**config.mk**
```make
export PLATFORM = sky130hd
export DESIGN_NAME = muntjac_instr_queue
export DESIGN_NICKNAME = d
export VERILOG_FILES = /design/src/rtl/muntjac_pkg.sv /design/src/rtl/muntjac_instr_queue.sv
export SDC_FILE = /design/constraint.sdc
export NUM_CORES = 1
export LEC_CHECK = 0
export CAP_MARGIN = 15
export CORE_MARGIN = 2
export CORE_UTILIZATION = 49
export DETAILED_ROUTE_END_ITERATION = 6
export PLACE_DENSITY_LB_ADDON = 0.05
export SLEW_MARGIN = 15
export SYNTH_ARGS = -nofsm -noshare
export SYNTH_HDL_FRONTEND = slang
export SYNTH_SLANG_ARGS = --single-unit
```
**constraint.sdc**
```tcl
create_clock -name clk_i -period 5.5 [get_ports clk_i]
set_input_delay 1.1 -clock clk_i [delete_from_list [all_inputs] [get_ports clk_i]]
set_output_delay 1.1 -clock clk_i [all_outputs]
set_load 0.005 [all_outputs]
```
**src/rtl/muntjac_pkg.sv**
```systemverilog
// rtl/muntjac_pkg.sv - shared frontend/decode types and instruction queue defaults
package muntjac_pkg;

  localparam int unsigned IQ_DEFAULT_DEPTH = 4;

  typedef enum logic [3:0] {
    IF_PREFETCH      = 4'd0,
    IF_PREDICT       = 4'd1,
    IF_MISPREDICT    = 4'd2,
    IF_PROT_CHANGED  = 4'd3,
    IF_SATP_CHANGED  = 4'd4,
    IF_FENCE_I       = 4'd5
  } if_reason_e;

  typedef enum logic [3:0] {
    EXC_CAUSE_INSN_ADDR_MISA     = 4'd0,
    EXC_CAUSE_INSTR_ACCESS_FAULT = 4'd1,
    EXC_CAUSE_ILLEGAL_INSN       = 4'd2,
    EXC_CAUSE_BREAKPOINT         = 4'd3,
    EXC_CAUSE_INSTR_PAGE_FAULT   = 4'd12
  } exc_cause_e;

  typedef struct packed {
    exc_cause_e  cause;
    logic [63:0] tval;
  } exception_t;

  typedef struct packed {
    logic [63:0] pc;
    if_reason_e  if_reason;
    logic [31:0] instr;
    logic        ex_valid;
    exception_t  exception;
  } fetched_instr_t;

endpackage

```
**src/rtl/muntjac_instr_queue.sv**
```systemverilog
// rtl/muntjac_instr_queue.sv - frontend-to-decode instruction FIFO with flush and exception block
// Optional empty-queue forwarding path enabled by MUNTJAC_IQ_BYPASS_EN.
module muntjac_instr_queue import muntjac_pkg::*; #(
  parameter int unsigned Depth = IQ_DEFAULT_DEPTH
) (
  input  logic                       clk_i,
  input  logic                       rst_ni,
  input  logic                       flush_i,
  input  logic                       in_valid_i,
  output logic                       in_ready_o,
  input  fetched_instr_t             in_instr_i,
  output logic                       out_valid_o,
  input  logic                       out_ready_i,
  output fetched_instr_t             out_instr_o,
  output logic [$clog2(Depth+1)-1:0] count_o,
  output logic                       ex_blocked_o
);

  localparam int unsigned PtrW = $clog2(Depth);
  localparam int unsigned CntW = $clog2(Depth + 1);
  localparam logic [CntW-1:0] DepthCnt = CntW'(Depth);

  fetched_instr_t  mem_q [Depth];
  logic [PtrW-1:0] rd_ptr_q, rd_ptr_d;
  logic [PtrW-1:0] wr_ptr_q, wr_ptr_d;
  logic [CntW-1:0] count_q, count_d;
  logic            ex_blocked_q, ex_blocked_d;
  logic            bypass, enq, deq, push, pop;

  always_comb begin
`ifdef MUNTJAC_IQ_BYPASS_EN
    bypass = (count_q == '0) && !flush_i;
`else
    bypass = 1'b0;
`endif
    in_ready_o = (count_q != DepthCnt) && !ex_blocked_q;
    // Forwarded entries still respect the exception block, so no wrong-path entry leaks out.
    if (bypass) begin
      out_valid_o = in_valid_i && !ex_blocked_q;
      out_instr_o = in_instr_i;
    end else begin
      out_valid_o = (count_q != '0) && !flush_i;
      out_instr_o = mem_q[rd_ptr_q];
    end
    enq  = in_valid_i && in_ready_o && !flush_i;
    deq  = out_valid_o && out_ready_i && !flush_i;
    push = enq && !(bypass && out_ready_i);
    pop  = deq && !bypass;
  end

  always_comb begin
    rd_ptr_d     = rd_ptr_q;
    wr_ptr_d     = wr_ptr_q;
    count_d      = count_q;
    ex_blocked_d = ex_blocked_q;
    if (flush_i) begin
      rd_ptr_d     = '0;
      wr_ptr_d     = '0;
      count_d      = '0;
      ex_blocked_d = 1'b0;
    end else begin
      if (push) wr_ptr_d = wr_ptr_q + 1'b1;
      if (pop)  rd_ptr_d = rd_ptr_q + 1'b1;
      if (push && !pop) begin
        count_d = count_q + 1'b1;
      end else if (!push && pop) begin
        count_d = count_q - 1'b1;
      end
      if (enq && in_instr_i.ex_valid) ex_blocked_d = 1'b1;
    end
  end

  always_ff @(posedge clk_i or negedge rst_ni) begin
    if (!rst_ni) begin
      rd_ptr_q     <= '0;
      wr_ptr_q     <= '0;
      count_q      <= '0;
      ex_blocked_q <= 1'b0;
    end else begin
      rd_ptr_q     <= rd_ptr_d;
      wr_ptr_q     <= wr_ptr_d;
      count_q      <= count_d;
      ex_blocked_q <= ex_blocked_d;
    end
  end

  // Payload storage carries no reset; validity comes solely from the count.
  always_ff @(posedge clk_i) begin
    if (push) mem_q[wr_ptr_q] <= in_instr_i;
  end

  assign count_o      = count_q;
  assign ex_blocked_o = ex_blocked_q;

endmodule

```
==> flow_summary.ini <==
[timing]
final.setup.worst_slack_ns = 1.48
fin_crit_sh_pct = 73.1
worstMarginPinSlew_ns = 0.891
rsz0062_at_grt = no
max_clock_freq_mhz = 249
finClkSkew_ns = 0.0172
slew_headroom_pct = 40.6
slew_viol_final = 0
finalHoldViolCount = 0
min_period_ns = 4.02
setup_viol = 0
tns_ns = 0

[global_routing]
gr-usage-all-layers_pct = 19.3
grt_pass1_vias = 11900
grt_max_degree = 113
grt_first_pass_wirelength_um = 74900
grt_overflow = 0
antenna_found_initial = 10

[placed_design]
dp_slack_ns = 1.79
dp.cells = 1949
globalplace.congestion = 0.721
portBuffers = 348
dp_hpwl_um = 29800
placed_area_um2 = 29300

[setup_path]
arrival_ns = 2.92
reg2reg_depth = 5
startpoint_type = register
r2r-start = count_o[1]
reg2reg_to = mem_q[3][126]
cp-end-kind = output pin
r2r_slack_ns = 2.88
worstPathRequired_ns = 4.40
worstPathMaxFanout = 42
worst-setup-path-type = register to output pin

[floorplanning]
ios = 349
die_w_um = 230
initial_core_util_pct = 49.7
die_h_um = 230
core_area_um2 = 50200
die_area_um2 = 52700
rows = 82

[run_status]
status = complete, no violations

[clock_tree]
clock_latency_ns = 0.59
numCtsBuffers = 71
htreeDepth = 3
cts_setup_buffers = 0
cts.sinks = 684
clk_pin_slew_ns = 0.06
cts_resized = 0
postCtsHoldBufs = 0
clockBufferDepth = 3
root_buffer = clkbuf_16
cts_tree = yes

[finish]
layout.cells.non_filler = 2071
drive_above_1_share_pct = 20.3
fillers = 3436
final_cell_area_um2 = 31400
layout_commonest_cell = edfxtp_1
area_delta_synth_final_pct = 25.9
fin_nets = 1529
final_cell_mix = edfxtp_1, clkdlybuf4s50_1, mux4_2, clkbuf_16, clkinv_1

[drt]
route.detailed.wl_per_inst_um = 24.0
routed_wirelength_um = 49700
drc = 0
avgViaCountPerCell = 5.42
antenna_left = 0
vias = 11200
drt_iter0_markers = 615
drt_first_pass_iters = 6

[synthesis]
yosysSeqAreaShare_pct = 82.3
netlist_instances = 947
yosysWarnings = 0
yosysUniqueCellTypes = 26
synth_nets = 1126
syn_avg_cell_area_um2 = 26.3
yosys_register_bits = 684
synth_area_um2 = 24900

[power]
power_density_nw_per_um2 = 439
p_int_uw = 10500
p_switching_uw = 3250
leakage_uw = 0.00979
p_clk_share_pct = 31.3
irDropWorstVdd_v = 0.000392
finalPower_uw = 13800
p_sw_share_pct = 23.6
seq_power_share_pct = 44.7
pwr-share-comb_pct = 24.0

[min_path]
hold_path_class = register to register
worstHoldStart = ex_blocked_o
min_to = ex_blocked_o
hold_depth = 2

[job]
maxCapViolCount = 0
-- cell families (layout without fill, tap and decap cells) --
kind of cell | Yosys count | count (layout) | synth area share (%)
buffers and inverters | 44 | 493 | 1.10
other | 0 | 3 | 0
AOI/OAI and AO/OA | 10 | 10 | 0.241
adders and majority gates | 5 | 5 | 0.281
DFF | 684 | 684 | 82.3
and+or+nand+nor | 29 | 29 | 0.603
xor gates and xnor gates | 3 | 3 | 0.105
muxes | 172 | 172 | 15.4
-- cells in the mapped netlist, drive strengths merged --
library cell	count	share of area [%]
a21oi	3	0.060
a31oi	1	0.025
and2	4	0.10
and3b	1	0.035
buf	32	0.92
clkbuf	8	0.12
dfrtp	8	0.80
edfxtp	676	81
fa	1	0.080
ha	4	0.20
inv	4	0.060
mux2	2	0.090
mux2i	1	0.040
mux4	169	15
nand2	2	0.030
nand2b	1	0.055
nor2	14	0.21
nor2b	4	0.10
nor3	2	0.040
nor3b	1	0.030
o211a	1	0.040
o21ai	4	0.080
o31a	1	0.035
xnor2	2	0.070
xor2	1	0.035
-- sequential cells by signal, summed over array words and instances (netlist names) --
signal and flops:
mem_q 676, wr_ptr_q 2, rd_ptr_q 2, count_o 3, ex_blocked_o 1
-- critical path: stages (launching register included) --
cell and delay (ns):
dfrtp_4 0.89, buf_4 0.53, mux4_2 0.38, clkdlybuf4s50_1 0.49
-- how the worst max path moves through the flow --
| stage | end | startpoint | cells after the start |
|---|---|---|---|
| after floorplan | mem_q[0][0] | flush_i | 2 |
| after global placement | mem_q[2][95] | flush_i | 4 |
| after detailed placement | mem_q[3][114] | flush_i | 4 |
| after CTS | out_instr_o[144] | rd_ptr_q[1] | 3 |
| after global routing | out_instr_o[127] | rd_ptr_q[1] | 3 |
| final | out_instr_o[121] | rd_ptr_q[1] | 3 |
-- per-stage QoR --
step	util (%)	hold WS, ns
after global routing	62.5	0.573
after CTS	62.5	0.558
after floorplan	-	0.526
after detailed placement	58.4	0.540
after global placement	58.4	0.548
final	62.5	0.559
-- power by group through the flow --
stage | registers, uW | logic (uW) | clock network, uW
after floorplan | 6230 | 1750 | 0
after global placement | 6250 | 3380 | 0
after detailed placement | 6270 | 3380 | 0
after CTS | 6160 | 3400 | 4430
after global routing | 6180 | 3540 | 4640
final | 6160 | 3300 | 4310
-- metal layers --
metal | track usage [%] | vias up | part of all wire (%)
met5 | 0 | - | 0.20
met4 | 5.72 | 14 | 2.3
met1 | 25.5 | 5921 | 41
li1 | - | 4912 | -
met2 | 30.4 | 297 | 49
met3 | 7.07 | 87 | 7.5
-- cell type report --
type                            count  area [um2]  share of cell area (%)
Sequential cell                   684       20500                    65.4
Multi-Input combinational cell    219        4160                    13.2
Timing Repair Buffer              370        3790                    12.1
Clock buffer                       87        1880                    5.99
Tap cell                          672         841                    2.68
Clock inverter                     32         185                   0.590
Inverter                            4        15.0                  0.0479
Antenna cell                        3        7.51                  0.0239
Power figures use the tool's default switching activity.
==> edit, RTL diff (same flow settings) <==
Register the output `count_o` once more, with the module's reset; this adds one clock of latency there. The other outputs are not delayed to match.
--- a/src/rtl/muntjac_instr_queue.sv
+++ b/src/rtl/muntjac_instr_queue.sv
@@ -91,3 +91,9 @@
 
-  assign count_o      = count_q;
+  always_ff @(posedge clk_i or negedge rst_ni) begin
+    if (!rst_ni) begin
+      count_o <= '0;
+    end else begin
+      count_o <= count_q;
+    end
+  end
   assign ex_blocked_o = ex_blocked_q;
Behaviour: not the same (a bounded check fails within 4 cycles, from zero or initial values and one cycle with rst_ni low).
==> edit against the original RTL <==
  * Final area rose by 0.53%
  * Hold slack got worse by 24 ps
  * Worst setup slack worse by 170 ps
  * Sequential cell count grew 3
  * Critical endpoint is now out_instr_o[60]
  * Critical path depth unchanged
  * Synthesized area rose by 0.58%
  * Highest routed layer unchanged
  * Routed wire length down 1.1%
  * Power down 12%
  * Sequential share of layout area down 0.10 points
==> edit: results (changes against the original RTL) <==
- M2 GR Usage: 0.298 (was 0.304)
- M1 WL: 20400 um (was 20300 um)
- Vias in the first global route: 11800 (was 11900)
- Met3 usage: 0.0624 (was 0.0707)
- Status: finished clean (unchanged)
- Total number of vias: 11200 (about the same)
- DRT Pass-1 Iters: 5 (was 6)
- Synth cell count leaders: 676 x edfxtp_1, 169 x mux4_2, 20 x buf_2 (was 676 x edfxtp_1, 169 x mux4_2, 21 x buf_2)
- ClkCell Share: 0.0668 (was 0.0658)
- Metal3 WL: 3630 um (was 3730 um)
- Comb pwr share: 0.137 (was 0.240)
- Final WL: 49200 um (was 49700 um)
- Net switching power figure: 2.58 mW (was 3.25 mW)
- Met2 wire len: 24200 um (was 24400 um)
- Synth Area per Inst: 26.2 sq um (was 26.3 sq um)
- Nets: 1532 (was 1529)
- NonClk Buf Share: 0.120 (was 0.121)
- VDD IR max: 288 uV (was 392 uV)
- Largest delay share family, worst path: flip-flops (was buffers and inverters)
- Met1 usage: 0.257 (was 0.255)
- Worst Skew: 9.29 ps (was 17.2 ps)
- Post-synth cell types: 35 (was 26)
- Initial DRC Count: 767 (was 615)
- Seq Cell Count: 687 (was 684)
- Syn Nets: 1135 (was 1126)
- Fin crit period: 4200 ps (was 4020 ps)
- # fillers: 3454 (was 3436)
- FF-to-FF setup slack: 2820 ps (was 2880 ps)
-- edit: cell types whose count changed after synthesis, moves of 2 or more --
cell | before | now
a21oi_1 | 3 | 7
clkbuf_8 | 0 | 2
dfrtp_1 | 8 | 11
mux2_2 | 2 | 0
nand2b_1 | 0 | 2
nand3_1 | 0 | 2
nor2_1 | 14 | 8
nor2b_1 | 4 | 2
nor3_1 | 2 | 0
-- edit: stage by stage --
stage | hold slack [ps] | utilization | setup WS (ps) | total power [mW] | cells
floorplan | 374 | - | 1420 | 6.99 | 956
global placement | 507 | 0.584 | 1830 | 7.89 | 1954
detailed placement | 525 | 0.584 | 1840 | 7.90 | 1954
CTS | 532 | 0.626 | 1180 | 12.3 | 2073
global route | 547 | 0.626 | 1080 | 12.6 | 2075
finish | 535 | 0.626 | 1300 | 12.1 | 2075
-- edit: worst paths after layout --
check | from | depth (start not counted) | to
worst max register to register | count_q[1]$_DFFE_PN0P_ | 5 | mem_q[2][79]$_DFFE_PP_
worst min register to register | count_q[0]$_DFFE_PN0P_ | 0 | count_o[0]$_DFF_PN0_
worst min-delay path | count_q[0]$_DFFE_PN0P_ | 0 | count_o[0]$_DFF_PN0_
min in group asynchronous | rst_ni | 1 | count_o[1]$_DFF_PN0_
max in group asynchronous | rst_ni | 1 | rd_ptr_q[1]$_DFFE_PN0P_
worst max-delay path | rd_ptr_q[0]$_DFFE_PN0P_ | 3 | out_instr_o[60]
-- edit: logic make-up (layout without fill, tap and decap cells) --
kind of cell	after synthesis	count (layout)	share of synthesized area
multiplexers	170	170	0.152
adder cells (fa/ha/maj)	5	5	0.00280
other	0	2	0
buffers and inverters	47	492	0.0123
AO/OA/AOI/OAI	18	18	0.00469
AND/OR/NAND/NOR	26	26	0.00599
XOR/XNOR	3	3	0.00105
flip-flops	687	687	0.821
